$ cat src/rtl/pstretch_pkg.sv
// Shared encodings for the multi-channel pulse stretcher.
// State and mode constants used by the channel FSM and its users.
package pstretch_pkg;

  typedef enum logic [1:0] {
    ST_IDLE  = 2'd0,
    ST_HOLD  = 2'd1,
    ST_COUNT = 2'd2
  } state_t;

  localparam logic MODE_LEVEL = 1'b0;
  localparam logic MODE_COUNT = 1'b1;

endpackage

$ cat src/rtl/pulse_stretch_ch.sv
// One stretcher channel: rising-edge detect, IDLE/HOLD/COUNT FSM, length counter, sticky ovf.
// Latency: edge sampled at posedge k drives out_pulse high from k; no backpressure, dropped edges flag ovf.
module pulse_stretch_ch
  import pstretch_pkg::*;
#(
  parameter int CNT_W = 8
) (
  input  logic             clk,
  input  logic             reset,
  input  logic             event_ip,
  input  logic             strch_ip,
  input  logic             mode,
  input  logic [CNT_W-1:0] len_cfg,
  input  logic             retrig_en,
  input  logic             clr_ovf,
  output logic             out_pulse,
  output logic             ovf
);

  state_t           state_q, state_d;
  logic [CNT_W-1:0] cnt_q, cnt_d;
  logic [CNT_W-1:0] len_eff;
  logic             event_q;
  logic             ev;
  logic             start;
  logic             ovf_set;

  assign ev      = event_ip & ~event_q;
  assign len_eff = (len_cfg == '0) ? CNT_W'(1) : len_cfg;

  always_ff @(posedge clk) begin
    if (!reset) begin
      state_q <= ST_IDLE;
      cnt_q   <= '0;
      event_q <= 1'b0;
      ovf     <= 1'b0;
    end else begin
      state_q <= state_d;
      cnt_q   <= cnt_d;
      event_q <= event_ip;
      // a drop in the same cycle as clr_ovf must stay visible
      if (ovf_set)
        ovf <= 1'b1;
      else if (clr_ovf)
        ovf <= 1'b0;
    end
  end

  always_comb begin
    state_d = state_q;
    cnt_d   = cnt_q;
    start   = 1'b0;
    ovf_set = 1'b0;
    case (state_q)
      ST_IDLE: start = ev;
      ST_HOLD: begin
        if (!strch_ip) begin
          state_d = ST_IDLE;
          start   = ev;
        end else begin
          ovf_set = ev;
        end
      end
      ST_COUNT: begin
        if (cnt_q == CNT_W'(1)) begin
          state_d = ST_IDLE;
          cnt_d   = '0;
          start   = ev;
        end else begin
          cnt_d = cnt_q - 1'b1;
          if (ev) begin
            if (retrig_en)
              cnt_d = len_eff;
            else
              ovf_set = 1'b1;
          end
        end
      end
      default: state_d = ST_IDLE;
    endcase
    // final-cycle edges restart here too, so the output never dips
    if (start) begin
      if (mode == MODE_COUNT) begin
        state_d = ST_COUNT;
        cnt_d   = len_eff;
      end else begin
        state_d = ST_HOLD;
      end
    end
  end

  always_comb begin
    out_pulse = (state_q != ST_IDLE);
  end

endmodule

$ cat src/rtl/multi_pulse_stretcher.sv
// NCH independent pulse stretchers plus an any-channel-active flag.
// Latency: one registered stage per channel; no backpressure, dropped edges flag per-channel ovf.
module multi_pulse_stretcher
  import pstretch_pkg::*;
#(
  parameter int NCH   = 4,
  parameter int CNT_W = 8
) (
  input  logic             clk,
  input  logic             reset,
  input  logic [NCH-1:0]   event_ip,
  input  logic [NCH-1:0]   strch_ip,
  input  logic [NCH-1:0]   mode,
  input  logic [CNT_W-1:0] len_cfg,
  input  logic             retrig_en,
  input  logic             clr_ovf,
  output logic [NCH-1:0]   out_pulse,
  output logic             out_any,
  output logic [NCH-1:0]   ovf
);

  for (genvar i = 0; i < NCH; i++) begin : g_ch
    pulse_stretch_ch #(
      .CNT_W (CNT_W)
    ) u_ch (
      .clk       (clk),
      .reset     (reset),
      .event_ip  (event_ip[i]),
      .strch_ip  (strch_ip[i]),
      .mode      (mode[i]),
      .len_cfg   (len_cfg),
      .retrig_en (retrig_en),
      .clr_ovf   (clr_ovf),
      .out_pulse (out_pulse[i]),
      .ovf       (ovf[i])
    );
  end

  assign out_any = |out_pulse;

endmodule

$ cat config.mk
export PLATFORM = sky130hd
export DESIGN_NAME = multi_pulse_stretcher
export DESIGN_NICKNAME = d
export VERILOG_FILES = /design/src/rtl/pstretch_pkg.sv /design/src/rtl/pulse_stretch_ch.sv /design/src/rtl/multi_pulse_stretcher.sv
export SDC_FILE = /design/constraint.sdc
export NUM_CORES = 1
export LEC_CHECK = 0
export ABC_AREA = 1
export CORE_MARGIN = 1.5
export CORE_UTILIZATION = 55
export DETAILED_ROUTE_END_ITERATION = 8
export DONT_BUFFER_PORTS = 1
export MAX_ROUTING_LAYER = met4
export PLACE_DENSITY = 0.8
export SLEW_MARGIN = 30
export SYNTH_ARGS = -nofsm -noshare
export SYNTH_HDL_FRONTEND = slang
export SYNTH_SLANG_ARGS = --single-unit
$ cat constraint.sdc
create_clock -name clk -period 1.69 [get_ports clk]
set_input_delay 0.4225 -clock clk [delete_from_list [all_inputs] [get_ports clk]]
set_output_delay 0.4225 -clock clk [all_outputs]
set_load 0.01 [all_outputs]
==> metrics.md, run 1 <==
| Metric | Value |
|---|---|
| Met3 WL | 614 um |
| Total wire length | 9780 um |
| Reg clk slew, reported paths | 0.09 ns |
| CP top delay family | flip-flops |
| Peak supply drop | 0.452 mV |
| Slew @ Worst Pin | 0.504 ns |
| Final Wtd Congestion | 0.952 |
| DR top layer | met4 |
| DR WL/cell | 13.5 um |
| Worst skew pair latency | 0.31 ns |
| Area growth syn-to-layout | 5.42% |
| Initial core utilization | 0.564 |
| Hold Crit Class | in2reg |
| Setup TNS | 0 ns |
| Reg area | 963 sq um |
| Status | finished, final reports clean |
| Rows | 30 |
| Nets | 692 |
| Post-CTS Hold Buffers | 0 |
| Die ar. | 7440 sq um |
| Clk sinks | 48 |
| Largest net degree at the start of global routing | 40 |
| Tot GR Track Use | 0.271 |
| Clock buffer depth | 2 |
| Final HPWL DP | 6870 um |
| Combinational Power Share | 0.352 |
| NetSw | 1.32 mW |
| Routed vias/inst | 5.35 |
| Core area | 6760 sq um |
| Synth unique cells | 28 |
| Area of the multi-input gates | 2410 sq um |
| Most frequent cells in the layout | nand2_1 (187), nor2_1 (115), inv_1 (83) |
| Tcrit/Tclk final | 0.973 |
| Worst clock skew | 0.00584 ns |
| TritonCTS Buffers | 5 |
| Global-route wire length before repair | 15700 um |
| Cells after Synth | 646 |
| Slew margin rel. | 0.663 |
| Pre-Repair DR Iteration Count | 5 |
| Critical path's slowest cell | dfxtp_1 |
| Setup Viol. Count Final | 0 |
| Grt ovf | 0 |
| Cells along the critical path | inv_1, ha_1, nand4_1 |
| Crit-path max FO | 4 |
| Min cycle time layout | 1.64 ns |
| RSZ-0062 raised after global routing | yes |
| M1 WL | 4280 um |
| CTS tree | done |
| Die height | 86.3 um |
| Fillers | 640 |
| Final hold vios | 0 |
| Routed via count | 3879 |
| Max Freq | 0.608 GHz |
| Number of global-route vias before repair | 3431 |
| PortBufs | 0 |
| Lkg Pwr | 2.09 nW |
| Sequential share of power | 0.383 |
| Pwr Density | 888 nW/um^2 |
| Max Cap Viol | 0 |
| WP data required | 1.27 ns |
| H-Tree Depth | 2 |
| Worst Setup End Kind | primary output |
| Layout cells sized above 1 | 0.0791 |
| Dpl cell area | 3830 sq um |
| Seq/Total Area, Yosys | 0.252 |
| Sw Share | 0.370 |
| Crit path buf inv count | 1 |
| Remaining DRCs | 0 |
| Worst setup SP type | register |
| Critical path class | reg2out |
| ANT nets after route | 0 |
| Die W | 86.3 um |
| CP max stage delay | 0.41 ns |
| Root buf cell | clkbuf_8 |
| Seq cells post-synth | 48 |
| Met2 wire len | 4600 um |
| Final slew viol count | 0 |
| Internal power | 2.25 mW |
| Antenna diodes | 0 |
| Iteration-0 DRC Markers | 277 |
| Synthesized area per cell | 5.90 sq um |
| Ports | 33 |
| Syn nets | 694 |
| Final Cell Area | 4020 sq um |
| Clk pwr share | 0.265 |
| Initial antenna violation count | 0 |
| Synth warn | 0 |
| Most common cell after layout, fill and taps aside | nand2_1 |
| Critical Path AT | 1.22 ns |
| Mapped cell area | 3810 sq um |
==> registers in the layout (all words and copies together), names as in the netlist <==
name and count:
g_ch.u_ch.cnt_q 32, g_ch.u_ch.state_q 8, g_ch.u_ch.event_q 4, g_ch.u_ch.ovf 4
==> through the flow <==
stage / hold WS [ns] / setup WS [ns] / cells / utilization / power (mW)
final: 0.200 / 0.0450 / 725 / 0.595 / 3.57
after global routing: 0.209 / -0.0137 / 725 / 0.595 / 3.83
after CTS: 0.199 / 0.0350 / 722 / 0.586 / 3.53
after detailed placement: 0.498 / 0.0988 / 714 / 0.567 / 2.60
after global placement: 0.493 / 0.137 / 714 / 0.567 / 2.55
after floorplan: 0.444 / 0.261 / 646 / - / 2.40
==> logic make-up after synthesis <==
logic type	count (synthesis)	share of synthesized area
compound gates	52	0.0689
xor+xnor	2	0.00460
fa+ha+maj	24	0.0788
buf+inv	108	0.124
flops	48	0.252
simple gates	412	0.471
==> path summary, 6_finish.rpt <==
| path | startpoint | to | slack [ns] | cells past startpoint |
|---|---|---|---|---|
| setup / recovery | g_ch[1].u_ch.state_q[0] | out_any | 0.05 | 3 |
| setup reg to reg | g_ch[2].u_ch.cnt_q[0] | g_ch[2].u_ch.state_q[1] | 0.11 | 6 |
| hold reg to reg | g_ch[3].u_ch.state_q[0] | g_ch[3].u_ch.state_q[0] | 0.50 | 2 |
| hold / removal | event_ip[0] | g_ch[0].u_ch.event_q | 0.20 | 2 |
==> cells in the mapped netlist <==
| cell | number | area [sq um] |
|---|---|---|
| buf_1 | 1 | 3.75 |
| buf_2 | 7 | 35.0 |
| o21ai_0 | 22 | 110 |
| nand3b_1 | 4 | 30.0 |
| nand2_2 | 8 | 50.1 |
| a21oi_1 | 18 | 90.1 |
| nand2_1 | 187 | 702 |
| dfxtp_1 | 48 | 961 |
| xor2_1 | 1 | 8.76 |
| ha_1 | 24 | 300 |
| clkinv_1 | 2 | 7.51 |
| nor2_2 | 4 | 25.0 |
| nor3_1 | 1 | 5.00 |
| clkbuf_1 | 1 | 3.75 |
| nand4_1 | 5 | 31.3 |
| nor2_1 | 118 | 443 |
| o21ai_1 | 11 | 55.1 |
| inv_2 | 1 | 3.75 |
| buf_4 | 8 | 60.1 |
| nand3_2 | 3 | 30.0 |
| nor2_4 | 3 | 33.8 |
| nand3_4 | 4 | 70.1 |
| nand3_1 | 74 | 370 |
| and2_1 | 1 | 6.26 |
| xnor2_1 | 1 | 8.76 |
| o21a_1 | 1 | 7.51 |
| buf_6 | 4 | 45.0 |
| inv_1 | 84 | 315 |
==> layer usage <==
layer,up-vias,track usage
li1,2006,-
met1,1711,0.329
met2,133,0.447
met3,29,0.0448
met4,0,0.113
met5,-,-
==> final cells by class <==
type | count | share of cell area
flip-flops and latches | 48 | 0.240
inverters | 87 | 0.0813
clock buffers | 7 | 0.0240
repair buffers | 11 | 0.0237
clock inverters | 1 | 0.00747
well taps | 80 | 0.0249
multi-input cells | 491 | 0.599
==> power groups by stage <==
stage                     Sequential [mW]  Combinational (mW)  Clock, mW
final                                1.37                1.26      0.944
after global routing                 1.38                1.44      0.999
after CTS                            1.36                1.22      0.948
after detailed placement             1.39                1.21          0
after global placement               1.38                1.17          0
after floorplan                      1.36                1.04          0
==> worst reg2reg max path, stage by stage (launching register included) <==
cell and delay [ns]:
dfxtp_1 0.41, ha_2 0.21, nand2_1 0.08, o21ai_1 0.39, nand3_1 0.19, nand3_1 0.13
a21oi_1 0.06
==> timing repair <==
| action | in CTS | in global routing |
|---|---|---|
| buffers inserted | 0 | 2 |
| gates resized for setup | 0 | 11 |
| endpoints found under the setup margin | 0 | 16 |
Note: power is estimated with default switching activity, not from simulation.
==> run 2: changes to the inputs <==
==> constraint.sdc (replaced) <==
create_clock -name clk -period 1.88 [get_ports clk]
set_input_delay 0.47 -clock clk [delete_from_list [all_inputs] [get_ports clk]]
set_output_delay 0.47 -clock clk [all_outputs]
set_load 0.01 [all_outputs]
==> run 2 against run 1 <==
Against the previous run:
- combinational power fell by 13%
- sequential cell count unchanged
- final area down 3.1%
- highest routed layer unchanged
- setup slack improved by 0.11 ns
- worst hold slack gained 0.062 ns
- largest cell class unchanged
- cell count shrank 0.97%
- sequential power fell by 10%
==> metrics.md, run 2 (synthesis gave the netlist of run 1 again) <==
| Metric | Value |
|---|---|
| Worst R2R Start | g_ch[1].u_ch.state_q[0] |
| Rows | 30 (unchanged) |
| Hold path depth | 2 (unchanged) |
| TritonCTS Buffers | 5 (unchanged) |
| Reg clk slew, reported paths | 0.09 ns (about the same) |
| Tcrit/Tclk final | 0.918 |
| Largest net degree at the start of global routing | 40 (unchanged) |
| Ports | 33 (unchanged) |
| Worst skew pair latency | 0.31 ns (about the same) |
| Tot GR Track Use | 0.270 (-0.00150) |
| Initial antenna violation count | 0 (unchanged) |
| H-Tree Depth | 2 (unchanged) |
| Post-route insts no fill | 718 (-0.97%) |
| Pre-Repair DR Iteration Count | 5 (unchanged) |
| Pwr Total | 3.00 mW (-16%) |
| Iteration-0 DRC Markers | 249 (-10%) |
| Met3 WL | 588 um (-4.2%) |
| Clk sinks | 48 (unchanged) |
| Hold Crit Class | in2reg |
| Remaining DRCs | 0 (unchanged) |
| Final HPWL DP | 6870 um (about the same) |
| Status | finished, final reports clean |
| Fillers | 676 (+5.6%) |
| Number of flip-flops in the largest register | 32 (unchanged) |
| Setup bufs post-CTS | 0 (unchanged) |
| Max Cap Viol | 0 (unchanged) |
| Layout cells sized above 1 | 0.0549 (-0.0242) |
| Hold endpoint | g_ch[0].u_ch.event_q |
| Clock buffer depth | 2 (unchanged) |
| Post_cts resized | 0 (unchanged) |
| Post-CTS Hold Buffers | 0 (unchanged) |
| Placed Instances | 710 (-0.56%) |
| Pwr Density | 769 nW/um^2 (-13%) |
| Number of global-route vias before repair | 3452 (+0.61%) |
| Die height | 86.3 um (unchanged) |
| Final slew viol count | 0 (unchanged) |
| Min cycle time layout | 1.73 ns |
| DR WL/cell | 13.3 um (-1.6%) |
| R2r setup slk | 0.24 ns (+0.13 ns) |
| Peak supply drop | 0.429 mV (-5.1%) |
| Most common cell after layout, fill and taps aside | nand2_1 |
| CP max stage delay | 0.41 ns (about the same) |
| WP data required | 1.41 ns (+0.14 ns) |
| DR top layer | met4 |
| Root buf cell | clkbuf_8 |
| RSZ-0062 raised after global routing | no |
| Core area | 6760 sq um (unchanged) |
| Slew @ Worst Pin | 0.467 ns (-0.0370 ns) |
| Final hold vios | 0 (unchanged) |
| Setup Viol. Count Final | 0 (unchanged) |
| Biggest registers after layout | g_ch.u_ch.cnt_q x32, g_ch.u_ch.state_q x8 |
| Worst Setup End Kind | primary output |
| Final Wtd Congestion | 0.930 (-2.2%) |
| PortBufs | 0 (unchanged) |
| M1 WL | 4190 um (-2.1%) |
| Met2 wire len | 4540 um (-1.2%) |
| Die W | 86.3 um (unchanged) |
| Min-delay src | event_ip[0] |
| Crit path buf inv count | 1 (unchanged) |
| Worst clock skew | 0.0113 ns (+0.00551 ns) |
| Cells along the critical path | inv_1, ha_1, nand4_1 |
| CP top delay family | flip-flops |
| Die ar. | 7440 sq um (unchanged) |
| Area growth syn-to-layout | 2.20% |
| Reg2reg path depth | 8 (+2) |
| Antenna diodes | 0 (unchanged) |
| Most frequent cells in the layout | nand2_1 (187), nor2_1 (118), inv_1 (84) |
| Critical path class | reg2out |
| ANT nets after route | 0 (unchanged) |
| Crit-path max FO | 4 (unchanged) |
| Grt ovf | 0 (unchanged) |
| Routed vias/inst | 5.38 (+0.53%) |
| CTS tree | done |
| Hold_ws | 0.261 ns (+0.0616 ns) |
| Total wire length | 9530 um (-2.5%) |
| Nets | 685 (-1.0%) |
| Biggest register | g_ch.u_ch.cnt_q |
| Routed via count | 3862 (-0.44%) |
| Critical path's slowest cell | dfxtp_1 |
| Lkg Pwr | 2.04 nW (-2.5%) |
| Worst setup SP type | register |
| Max Freq | 0.579 GHz |
| Slew margin rel. | 0.686 (+0.0238) |
| Critical Path AT | 1.26 ns (+0.04 ns) |
| Setup TNS | 0 ns (unchanged) |
| Critical R2R Capture | g_ch[1].u_ch.cnt_q[5] |
| Initial core utilization | 0.564 (unchanged) |
| Final Util | 0.577 (-0.0181) |
| Global-route wire length before repair | 15800 um (about the same) |
run 2: cell types whose count changed in the layout (fill, tap and decap cells not counted), sizes merged:
cell / before / now
nand3: 82 / 81
bufinv: 1 / 0
buf: 11 / 5
clkinvlp: 0 / 1
run 2: area by class of cell:
cell class / count / area [sq um] / area share
clock buffer: 7 / 86.3 / 0.0222
multi-input combinational: 490 / 2380 / 0.610
sequential: 48 / 961 / 0.247
inverter: 87 / 327 / 0.0838
clock inverter: 1 / 7.51 / 0.00193
tap: 80 / 100 / 0.0257
timing repair buffer: 5 / 37.5 / 0.00963
run 2: per-stage QoR:
stage	instance area (sq um)	setup slack, ns
3_3_place_gp	3800	0.211
5_1_grt	3900	0.0784
4_1_cts	3900	0.158
2_1_floorplan	3810	0.407
3_5_place_dp	3800	0.219
6_report	3900	0.154
run 2: worst register-to-register path, delay by kind of cell, from the launching register on:
family,cells,cell delay [ns]
AND/OR/NAND/NOR,4,0.66
flip-flops,1,0.37
buffers and inverters,2,0.22
adder cells (fa/ha/maj),1,0.17
AO/OA/AOI/OAI,1,0.16
run 2: worst max-delay path by stage:
stage,from,endpoint,depth (start not counted)
final,g_ch[0].u_ch.state_q[0],out_any,3
after global routing,g_ch[3].u_ch.cnt_q[1],g_ch[3].u_ch.cnt_q[7],9
after CTS,g_ch[0].u_ch.state_q[0],out_any,3
after detailed placement,event_ip[1],g_ch[1].u_ch.cnt_q[5],9
after global placement,event_ip[3],g_ch[3].u_ch.cnt_q[3],9
after floorplan,event_ip[3],g_ch[3].u_ch.cnt_q[5],8
run 2: layer usage:
layer | global-route usage | up-vias
met5 | - | -
li1 | - | 1983
met2 | 0.451 | 129
met4 | 0.0777 | 0
met3 | 0.0410 | 26
met1 | 0.338 | 1724
run 2: where the power goes:
part,leakage [nW],internal [mW],switching (mW),total [mW]
registers,0.395,1.12,0.111,1.23
clock network,0.0445,0.300,0.379,0.680
logic,1.60,0.411,0.678,1.09
